[config.mk]
export PLATFORM = sky130hd
export DESIGN_NAME = seq_det_arbiter_flat
export DESIGN_NICKNAME = d
export VERILOG_FILES = /design/src/rtl/seq_det_if.sv /design/src/rtl/seq_det_arbiter.sv /design/src/flat_wrapper.sv
export SDC_FILE = /design/constraint.sdc
export NUM_CORES = 1
export LEC_CHECK = 0
export ABC_AREA = 1
export CORE_MARGIN = 2
export CORE_UTILIZATION = 47
export CTS_CLUSTER_SIZE = 10
export DETAILED_ROUTE_END_ITERATION = 10
export PLACE_DENSITY = 0.72
export SETUP_SLACK_MARGIN = 0.5
export SLEW_MARGIN = 20
export SYNTH_ARGS = -nofsm -noshare
export SYNTH_HDL_FRONTEND = slang
export SYNTH_SLANG_ARGS = --single-unit
[constraint.sdc]
create_clock -name clk -period 2.02 [get_ports clk]
set_input_delay 0.505 -clock clk [delete_from_list [all_inputs] [get_ports clk]]
set_output_delay 0.505 -clock clk [all_outputs]
set_load 0.05 [all_outputs]
[src/rtl/seq_det_if.sv]
// seq_det_if: requester, detector and frame-report signals of seq_det_arbiter
interface seq_det_if #(parameter int CNT_W = 5);
  logic [1:0] req;
  logic [1:0] din;
  logic [1:0] gnt;
  logic det_rst;
  logic det_in;
  logic det_out;
  logic done;
  logic done_id;
  logic [CNT_W-1:0] match_cnt;
  modport slave (input req, din, det_out, output gnt, det_rst, det_in, done, done_id, match_cnt);
  modport master (output req, din, det_out, input gnt, det_rst, det_in, done, done_id, match_cnt);
endinterface

[src/rtl/seq_det_arbiter.sv]
// seq_det_arbiter: round-robin frame sequencer sharing one Moore 101 detector between two serial channels
module seq_det_arbiter #(
  parameter int N_BITS = 16,
  parameter int CNT_W = 5
) (
  input logic clk,
  input logic rst,
  seq_det_if.slave bus
);
  localparam int BW = $clog2(N_BITS);
  typedef enum logic [2:0] {IDLE, ARM, STREAM, DRAIN, DONE} state_t;
  state_t state, state_n;
  logic id, last_id, win, done_id, hit;
  logic [BW-1:0] bit_cnt;
  logic [CNT_W-1:0] cnt;
  always_comb begin
    win = &bus.req ? ~last_id : bus.req[1];
    state_n = state == IDLE ? (|bus.req ? ARM : IDLE) :
              state == ARM ? STREAM :
              state == STREAM ? (bit_cnt == BW'(N_BITS - 1) ? DRAIN : STREAM) :
              state == DRAIN ? DONE : IDLE;
    bus.gnt = state == STREAM ? (id ? 2'b10 : 2'b01) : 2'b00;
    bus.det_in = state == STREAM && bus.din[id];
    bus.det_rst = rst || state == ARM;
    bus.done = state == DONE;
    // the Moore output lags one bit, so STREAM cycle 0 still reflects the cleared detector
    hit = bus.det_out && (state == DRAIN || (state == STREAM && bit_cnt != '0));
  end
  always_ff @(posedge clk) begin
    if (rst) begin
      state <= IDLE;
      id <= 1'b0;
      last_id <= 1'b1;
      done_id <= 1'b0;
      bit_cnt <= '0;
      cnt <= '0;
    end else begin
      state <= state_n;
      if (state == IDLE && |bus.req) id <= win;
      if (state == STREAM) bit_cnt <= bit_cnt + BW'(1);
      if (state == ARM) begin
        cnt <= '0;
        bit_cnt <= '0;
      end else if (hit && cnt != '1) cnt <= cnt + CNT_W'(1);
      if (state == DRAIN) done_id <= id;
      if (state == DONE) last_id <= id;
    end
  end
  assign bus.done_id = done_id;
  assign bus.match_cnt = cnt;
endmodule

[src/flat_wrapper.sv]
// flat-port wrapper written by rule: the top's interface ports become plain ports
module seq_det_arbiter_flat 
#(
  parameter int N_BITS = 16,
  parameter int CNT_W = 5
)
  (clk, rst, bus_req, bus_din, bus_det_out, bus_gnt, bus_det_rst, bus_det_in, bus_done, bus_done_id, bus_match_cnt);
  seq_det_if #(.CNT_W(CNT_W)) bus_i ();
  input logic clk;
  input logic rst;
  input wire logic [$bits(bus_i.req)-1:0] bus_req;
  input wire logic [$bits(bus_i.din)-1:0] bus_din;
  input wire logic [$bits(bus_i.det_out)-1:0] bus_det_out;
  output wire logic [$bits(bus_i.gnt)-1:0] bus_gnt;
  output wire logic [$bits(bus_i.det_rst)-1:0] bus_det_rst;
  output wire logic [$bits(bus_i.det_in)-1:0] bus_det_in;
  output wire logic [$bits(bus_i.done)-1:0] bus_done;
  output wire logic [$bits(bus_i.done_id)-1:0] bus_done_id;
  output wire logic [$bits(bus_i.match_cnt)-1:0] bus_match_cnt;
  assign bus_i.req = bus_req;
  assign bus_i.din = bus_din;
  assign bus_i.det_out = bus_det_out;
  assign bus_gnt = bus_i.gnt;
  assign bus_det_rst = bus_i.det_rst;
  assign bus_det_in = bus_i.det_in;
  assign bus_done = bus_i.done;
  assign bus_done_id = bus_i.done_id;
  assign bus_match_cnt = bus_i.match_cnt;
  seq_det_arbiter #(.N_BITS(N_BITS), .CNT_W(CNT_W)) u_core (.clk(clk), .rst(rst), .bus(bus_i));
endmodule
======== Word level (Yosys, flattened, before mapping) ========
Cells that the tools add are included.
cells by class
  add/subtract/negate cells ............... 2
  magnitude comparators ................... 1
  equality and inequality tests ........... 6
  mux-type cells .......................... 11
  bitwise logic cells ..................... 1
  reduce and logical (&&, ||, !) cells .... 12
operator list
  operator                                                                      count
  3-bit 2-to-1 mux                                                              4
  3-bit by 2-bit == test with 1-bit output, second input constant               2
  5-bit by 1-bit adder with 5-bit output, second input constant                 1
  1-bit logical AND                                                             5
  1-bit 2-to-1 mux                                                              5
  5-bit inequality test, second input constant                                  1
  4-bit by 1-bit adder with 4-bit output, second input constant                 1
  4-bit == test, second input constant                                          1
  2-bit 2-to-1 mux                                                              2
  4-bit nonzero test                                                            1
  2-bit OR reduction                                                            2
  3-bit by 1-bit == test with 1-bit output, second input constant               1
  3-bit == test, second input constant                                          1
  3-bit logical NOT                                                             1
  1-bit logical OR                                                              2
  1-bit by 2-bit less-than comparator with 1-bit output, second input constant  1
  2-bit AND reduction                                                           1
  1-bit NOT                                                                     1
storage, ports and cells
  register bits ........................... 15
  output and inout port bits .............. 11
  word-level logic and storage cells ...... 39

======== Longest topological paths before layout ========
Gate-level depths: netlist (run 1).
  depth after elaboration ................. 5
  gate-level depth with buffers ........... 10
  depth with buffers taken out ............ 10

======== Worst setup path before layout (run 1) ========
Ideal clock, no wire load.
  kind .................................... register to output
  from .................................... register u_core.state[1]
  to ...................................... output bus_det_in
  arrival time ............................ 1.806 ns
  path slack .............................. -0.291 ns
  cell stages (with the launch flop) ...... 7
  cells stage by stage .................... dfxtp_1 inv_2 nor2_4 nand2_2 nor2_1 nand2_1 nand2_1
between the ends
  longest elaborated chain between the ends .. 2
RTL lines
  what                                      RTL line               source
  from (decl)                               seq_det_arbiter.sv:12  state_t state, state_n;
  from (signal assigned)                    seq_det_arbiter.sv:38  state <= state_n;
  3-bit by 2-bit == test with 1-bit output  seq_det_arbiter.sv:23  bus.det_in = state == STREAM && bus.din[id];
  1-bit logical AND                         seq_det_arbiter.sv:23
  to (decl)                                 flat_wrapper.sv:16     output wire logic [$bits(bus_i.det_in)-1:0] bus_det_in;
No other way between the ends.

======== Worst setup path after layout (run 1) ========
Ends and elaborated chain as after synthesis.

==> metrics.txt, run 1 <==
status=finished clean; largest family of logic cells by synthesized area=simple AND/OR/NAND/NOR gates; storage element area=315.3 sq um; CTS root buffer=clkbuf_4; Worst Path Required=1.51 ns; IO Pins=18; global-route met1 utilization=0.2839; area delta synth->final=47.83%; Adder-Cell Fraction of Synth Area=0.06421; slew margin rel.=0.8162; Antenna Nets Post-Route=0; vias in the first global route=751; drt wl/cell=12.27 um; power per cell area=between 500 and 600 mW/mm^2; register area share after synthesis=0.3852; port bufs=17; global-route met3 utilization=0.05200; final worst slack=roughly 0.26 ns; Cell Area, Synth=between 700 and 800 sq um; area occupied by multi-input gates=about 470 sq um; Remaining Overflow, GRT=0; Most Crowded Layer GR=met2; TNS Setup=0 ns; Worst Setup End Kind=output port; die width=44.73 um; cell chain of the critical path=inv_2 > nor2_4 > nand2_4 > nor2_4 > nand2_2 > nand2_4 > buf_12; worst skew pair latency=roughly 0.29 ns; element type at the critical path start=register; NumNets Final=154; grt met2 use=0.3507; syn_nets=~120; first-pass GRT wire length=3256 um; worst-case clock buffer depth=2; Final period util=0.8708; clock sink total=15; Core Box Area=around 0.0015 sq mm; final setup fails=0; initial DRC count=34; Slew @ Worst Pin=0.2770 ns; area of the die=0.002000 sq mm; yosys synthesis warning count=0; most frequent cells in the layout=nand2_1, inv_1, nor2_1, a21oi_1, buf_4; CTS H-tree depth=1; Lkg Pwr=0.4945 nW; # rows=14; peak supply drop=between 0.0004 and 0.0005 V; clock skew=slightly above 0.002 ns; remaining routing DRC violations=0; Initial Utilization=0.5115; Post-Syn Instances=~110; fill cell count=between 100 and 150; post-layout min period=approximately 1.8 ns; total iterations of the first detailed-routing run=4; final RePlAce weighted congestion=~0.75; final hold violation count=0; CTS tree=yes; RSZ-0062 raised after global routing=true; Inst Count DP=approximately 150; Crit Path Class=register to output port; Total GRT Usage=0.2272; syn avg cell area=6.898 sq um; ant diodes=0; clk slew on worst S/H paths=around 0.09 ns; Chip Height=about 45 um; CTS buffer count=3; Synth Area in Compound Gates=0.1156; slowest stage delay, CP=0.34 ns; pre-CTS setup slack=just under 0.2 ns; HPWL after detailed placement=about 1400 um; vias per cell=5.146; mux cell area share after synthesis=0; Post-Route WL=just under 2000 um; DR vias=between 800 and 900; Synth Area in Simple Gates=0.3483; Non-Filler Instances=about 160; max-slew violation count=0; Synth Register Bits=15; layout cell share with drive strength beyond 1=0.3803; Critical Path AT=between 1 and 1.5 ns; Cell variety after synth=16; max-cap violation count=0; Max Fclk=~570 MHz; min-delay worst type=register to register; XOR/XNOR share of the synthesized area=0; most common cell after layout, fill and taps aside=nand2_1; CP max FO=4; cts hold-fix bufs=0; cell at the slowest stage of the critical path=dfxtp_2; largest net degree at the start of global routing=9; initial antenna violation count=0
-- where the power goes --
| group | internal (W) | switching [W] | total, W |
|---|---|---|---|
| Sequential | 0.000307 | 0.0000148 | 0.000322 |
| Combinational | 0.0000819 | 0.000111 | 0.000193 |
| Clock | 0.0000768 | 0.0000952 | 0.000172 |
-- through the flow --
stage                       util  hold WS, ns  instance area, sq um  total power (W)
after global routing      0.7562       0.4965                  1152        0.0007161
after global placement    0.7011       0.4455                  1069        0.0004941
final                     0.7562       0.4570                  1152        0.0006864
after floorplan                -       0.4459                 823.3        0.0004333
after detailed placement  0.7011       0.4518                  1069        0.0004987
after CTS                 0.7471       0.4613                  1139        0.0006837
-- logic make-up (layout without fill, tap and decap cells) --
group	Yosys count	in the layout
and+or+nand+nor	59	59
buffers and inverters	18	47
AOI/OAI and AO/OA	17	17
DFF	15	15
adders and majority gates	4	4
-- path summary, 6_finish.rpt --
path                           start                      end  slack, ns  cells past startpoint
min reg2reg       u_core.bus.done_id       u_core.bus.done_id       0.46                      2
max                  u_core.state[1]               bus_det_in       0.26                      7
max reg2reg  u_core.bus.match_cnt[0]  u_core.bus.match_cnt[0]       0.58                      9
min               u_core.bus.done_id       u_core.bus.done_id       0.46                      2
-- sequential cells by signal, indices dropped and copies added (netlist names) --
| name | count |
|---|---|
| u_core.bit_cnt | 4 |
| u_core.bus.done_id | 1 |
| u_core.bus.match_cnt | 5 |
| u_core.id | 1 |
| u_core.last_id | 1 |
| u_core.state | 3 |
-- critical path, delay by kind of cell, from the launching register on --
kind / cells / cell delay (ns)
simple gates: 5 / 0.45
buf+inv: 2 / 0.18
flops: 1 / 0.34
-- repair_timing --
| action | CTS | global route |
|---|---|---|
| setup endpoints to repair | 15 | 12 |
| gates cloned | 0 | 0 |
| pin swaps | 5 | 2 |
| endpoints found under the hold margin | 0 | 0 |
| setup buffers | 6 | 1 |
| resized for setup | 30 | 9 |
-- cell usage after synthesis, drive strengths merged --
| library cell | n | area (sq um) |
|---|---|---|
| inv | 18 | 67.56 |
| o21ai | 4 | 20.02 |
| nand3 | 6 | 30.03 |
| dfxtp | 15 | 300.3 |
| a21oi | 11 | 55.05 |
| nor2 | 17 | 81.33 |
| o211ai | 2 | 15.01 |
| ha | 4 | 50.05 |
| nor3 | 2 | 10.01 |
| nand4 | 3 | 18.77 |
| nand2 | 31 | 131.4 |
-- layout make-up --
cell class	instances	share of cell area
sequential	15	0.2736
clock buffer	4	0.02280
timing repair buffer	25	0.2172
multi-input combinational	80	0.4104
inverter	18	0.05863
tap	16	0.01737
-- routing by layer --
metal	up-vias	wire length, um
li1	418	-
met1	365	830
met2	24	959
met3	6	92
met4	0	57
met5	-	0
No activity file was read; power rests on OpenSTA's default activity.
==> run 2: changes to the inputs <==
--- a/config.mk
+++ b/config.mk
@@ -8,6 +8,7 @@
 export ABC_AREA = 1
 export CORE_MARGIN = 2
 export CORE_UTILIZATION = 47
+export CTS_CLUSTER_DIAMETER = 30
 export CTS_CLUSTER_SIZE = 10
 export DETAILED_ROUTE_END_ITERATION = 10
 export PLACE_DENSITY = 0.72
==> results of run 2 <==
The final DEF is identical to that of run 1; final timing and power are the same.
==> run 3: changes to the inputs <==
==> constraint.sdc (replaced) <==
create_clock -name clk -period 2.02 [get_ports clk]
set_input_delay 0.202 -clock clk [delete_from_list [all_inputs] [get_ports clk]]
set_output_delay 0.202 -clock clk [all_outputs]
set_load 0.05 [all_outputs]
==> run 3 against run 2 <==
Compared with the run above:
- cell area shrank 4.2%
- clock skew grew 0.0076 ns
- power shrank 3.6%
- first-iteration DRC count shrank 59%
- non-clock buffer count shrank 5
- sequential cell count is the same
- core utilization shrank 3.2 points
- highest routed layer unchanged
- sequential power is essentially flat
- register-to-register slack lost 0.03 ns
- die area is the same
- via count shrank 5.3%
- largest power group unchanged
==> metrics.txt, run 3 (synthesis gave the netlist of run 1 again) <==
Lkg Pwr=approximately 0.5 nW; R2R Path Start=u_core.bus.match_cnt[1]; worst-case clock buffer depth=2; Antenna Nets Post-Route=0; TNS Setup=0 ns; Core Box Area=roughly 0.0015 sq mm; drt wl/cell=11.56 um; remaining routing DRC violations=0; Final period util=0.7509; most common cell after layout, fill and taps aside=nand2_1; switch share=0.3215; layout cell share with drive strength beyond 1=0.2993; initial DRC count=14; area of the die=roughly 0.002 sq mm; vias in the first global route=around 710; initial antenna violation count=0; hold depth=2; area delta synth->final=41.57%; Initial Utilization=0.5115; slowest stage delay, CP=0.37 ns; max-slew violation count=0; clock sink total=15; Worst Path Required=approximately 1.8 ns; WHS Endpoint=u_core.bus.done_id; status=finished clean; Net Switching=between 0.0002 and 0.00025 W; CTS tree=yes; worst skew pair latency=approximately 0.28 ns; most frequent cells in the layout=nand2_1, inv_1, nor2_1, dfxtp_1, a21oi_1; Clock power frac=0.257; clock skew=slightly below 0.01 ns; element type at the critical path start=register; sequential fraction of design power=0.484; peak supply drop=between 0.0003 and 0.0004 V; largest net degree at the start of global routing=10; IO Pins=18; first-pass GRT wire length=2918 um; power per cell area=599.9 mW/mm^2; final hold violation count=0; CTS root buffer=clkbuf_4; Pint=around 0.00045 W; clk slew on worst S/H paths=approximately 0.090 ns; Comb power frac=0.258; final RePlAce weighted congestion=roughly 0.82; # rows=14; DR vias=770; fill cell count=121; R2R setup slack=between 0.5 and 0.6 ns; Critical Path AT=roughly 1.3 ns; HPWL after detailed placement=~1300 um; vias per cell=between 5 and 6; Remaining Overflow, GRT=0; die width=around 45 um; total iterations of the first detailed-routing run=4; hold wc startpoint=u_core.bus.done_id; Total GRT Usage=0.2018; number of flip-flops in the largest register=5; Crit Path Class=register to output port; CTS H-tree depth=1; NumNets Final=~150; slew margin rel.=0.6738; cell at the slowest stage of the critical path=dfxtp_2; ant diodes=0; final setup fails=0; RSZ-0062 raised after global routing=true; port bufs=17; Inst Count DP=146; Chip Height=~45 um; CP max FO=4; storage element area=roughly 310 sq um; area occupied by multi-input gates=roughly 480 sq um; reg2reg end=u_core.bus.match_cnt[0]; Max Fclk=659.3 MHz; post-layout min period=1.517 ns; Post-Route WL=1769 um; Non-Filler Instances=153; worst reg2reg path depth=10; Slew @ Worst Pin=0.4912 ns; min-delay worst type=register to register; max-cap violation count=0; cts hold-fix bufs=0; cell chain of the critical path=inv_2 > nor2_4 > nand2_4 > nor2_4 > nand2_2 > nand2_2 > buf_12; CTS buffer count=3; Worst Setup End Kind=output port
run 3: cell count changes in the layout (fill, tap and decap cells not counted), moves of 3 or more:
cell / delta
dlygate4sd2_1: +4
dfxtp_1: +3
buf_2: -3
buf_12: -3
buf_4: -4
dfxtp_2: -3
run 3: per-layer routing:
layer | track usage | vias up | part of all wire
li1 | - | 408 | -
met2 | 0.3246 | 23 | 0.50
met3 | 0.06000 | 4 | 0.054
met5 | 0 | - | 0
met4 | 0.1212 | 0 | 0.018
met1 | 0.2356 | 335 | 0.43
run 3: area by class of cell:
class | count | share of cell area
Inverter | 18 | 0.06122
Sequential cell | 15 | 0.2823
Tap cell | 16 | 0.01814
Multi-Input combinational cell | 80 | 0.4376
Clock buffer | 4 | 0.02381
Timing Repair Buffer | 20 | 0.1769
run 3: what timing repair did:
item                                    in CTS  in global routing
endpoints found under the setup margin      14                  9
pin swaps                                    0                 11
cloned                                       0                  0
setup buffers                                0                  3
resized for setup                           10                 17
run 3: metrics by stage:
step / area (sq um) / total power, W / setup slack, ns / util / hold slack [ns]
after detailed placement: 1012 / 0.0004817 / 0.3751 / 0.6642 / 0.4591
after CTS: 1033 / 0.0006534 / 0.3446 / 0.6782 / 0.4715
after global placement: 1012 / 0.0004781 / 0.4101 / 0.6642 / 0.4529
after floorplan: 807.0 / 0.0004267 / 0.5144 / - / 0.2711
final: 1104 / 0.0006620 / 0.5033 / 0.7241 / 0.4686
after global routing: 1104 / 0.0007031 / 0.4058 / 0.7241 / 0.4851
run 3: how the worst max path moves through the flow:
stage / start / endpoint
after floorplan: u_core.state[1] / bus_det_in
after global placement: u_core.state[0] / bus_done
after detailed placement: u_core.state[0] / bus_done
after CTS: u_core.state[1] / bus_det_in
after global routing: u_core.state[1] / bus_det_in
final: u_core.state[1] / bus_det_in
run 3: power by group through the flow:
stage | Combinational [W] | Clock, W | Sequential (W)
after global routing | 0.000186 | 0.000193 | 0.000323
after global placement | 0.000152 | 0 | 0.000326
after detailed placement | 0.000155 | 0 | 0.000326
after CTS | 0.000156 | 0.000178 | 0.000319
after floorplan | 0.0000979 | 0 | 0.000329
final | 0.000171 | 0.000170 | 0.000321
run 3: worst max-delay path: cells and delay by family, from the launching register on:
family / cells / cell delay, ns
buffers and inverters: 2 / 0.19
DFF: 1 / 0.37
and+or+nand+nor: 5 / 0.48
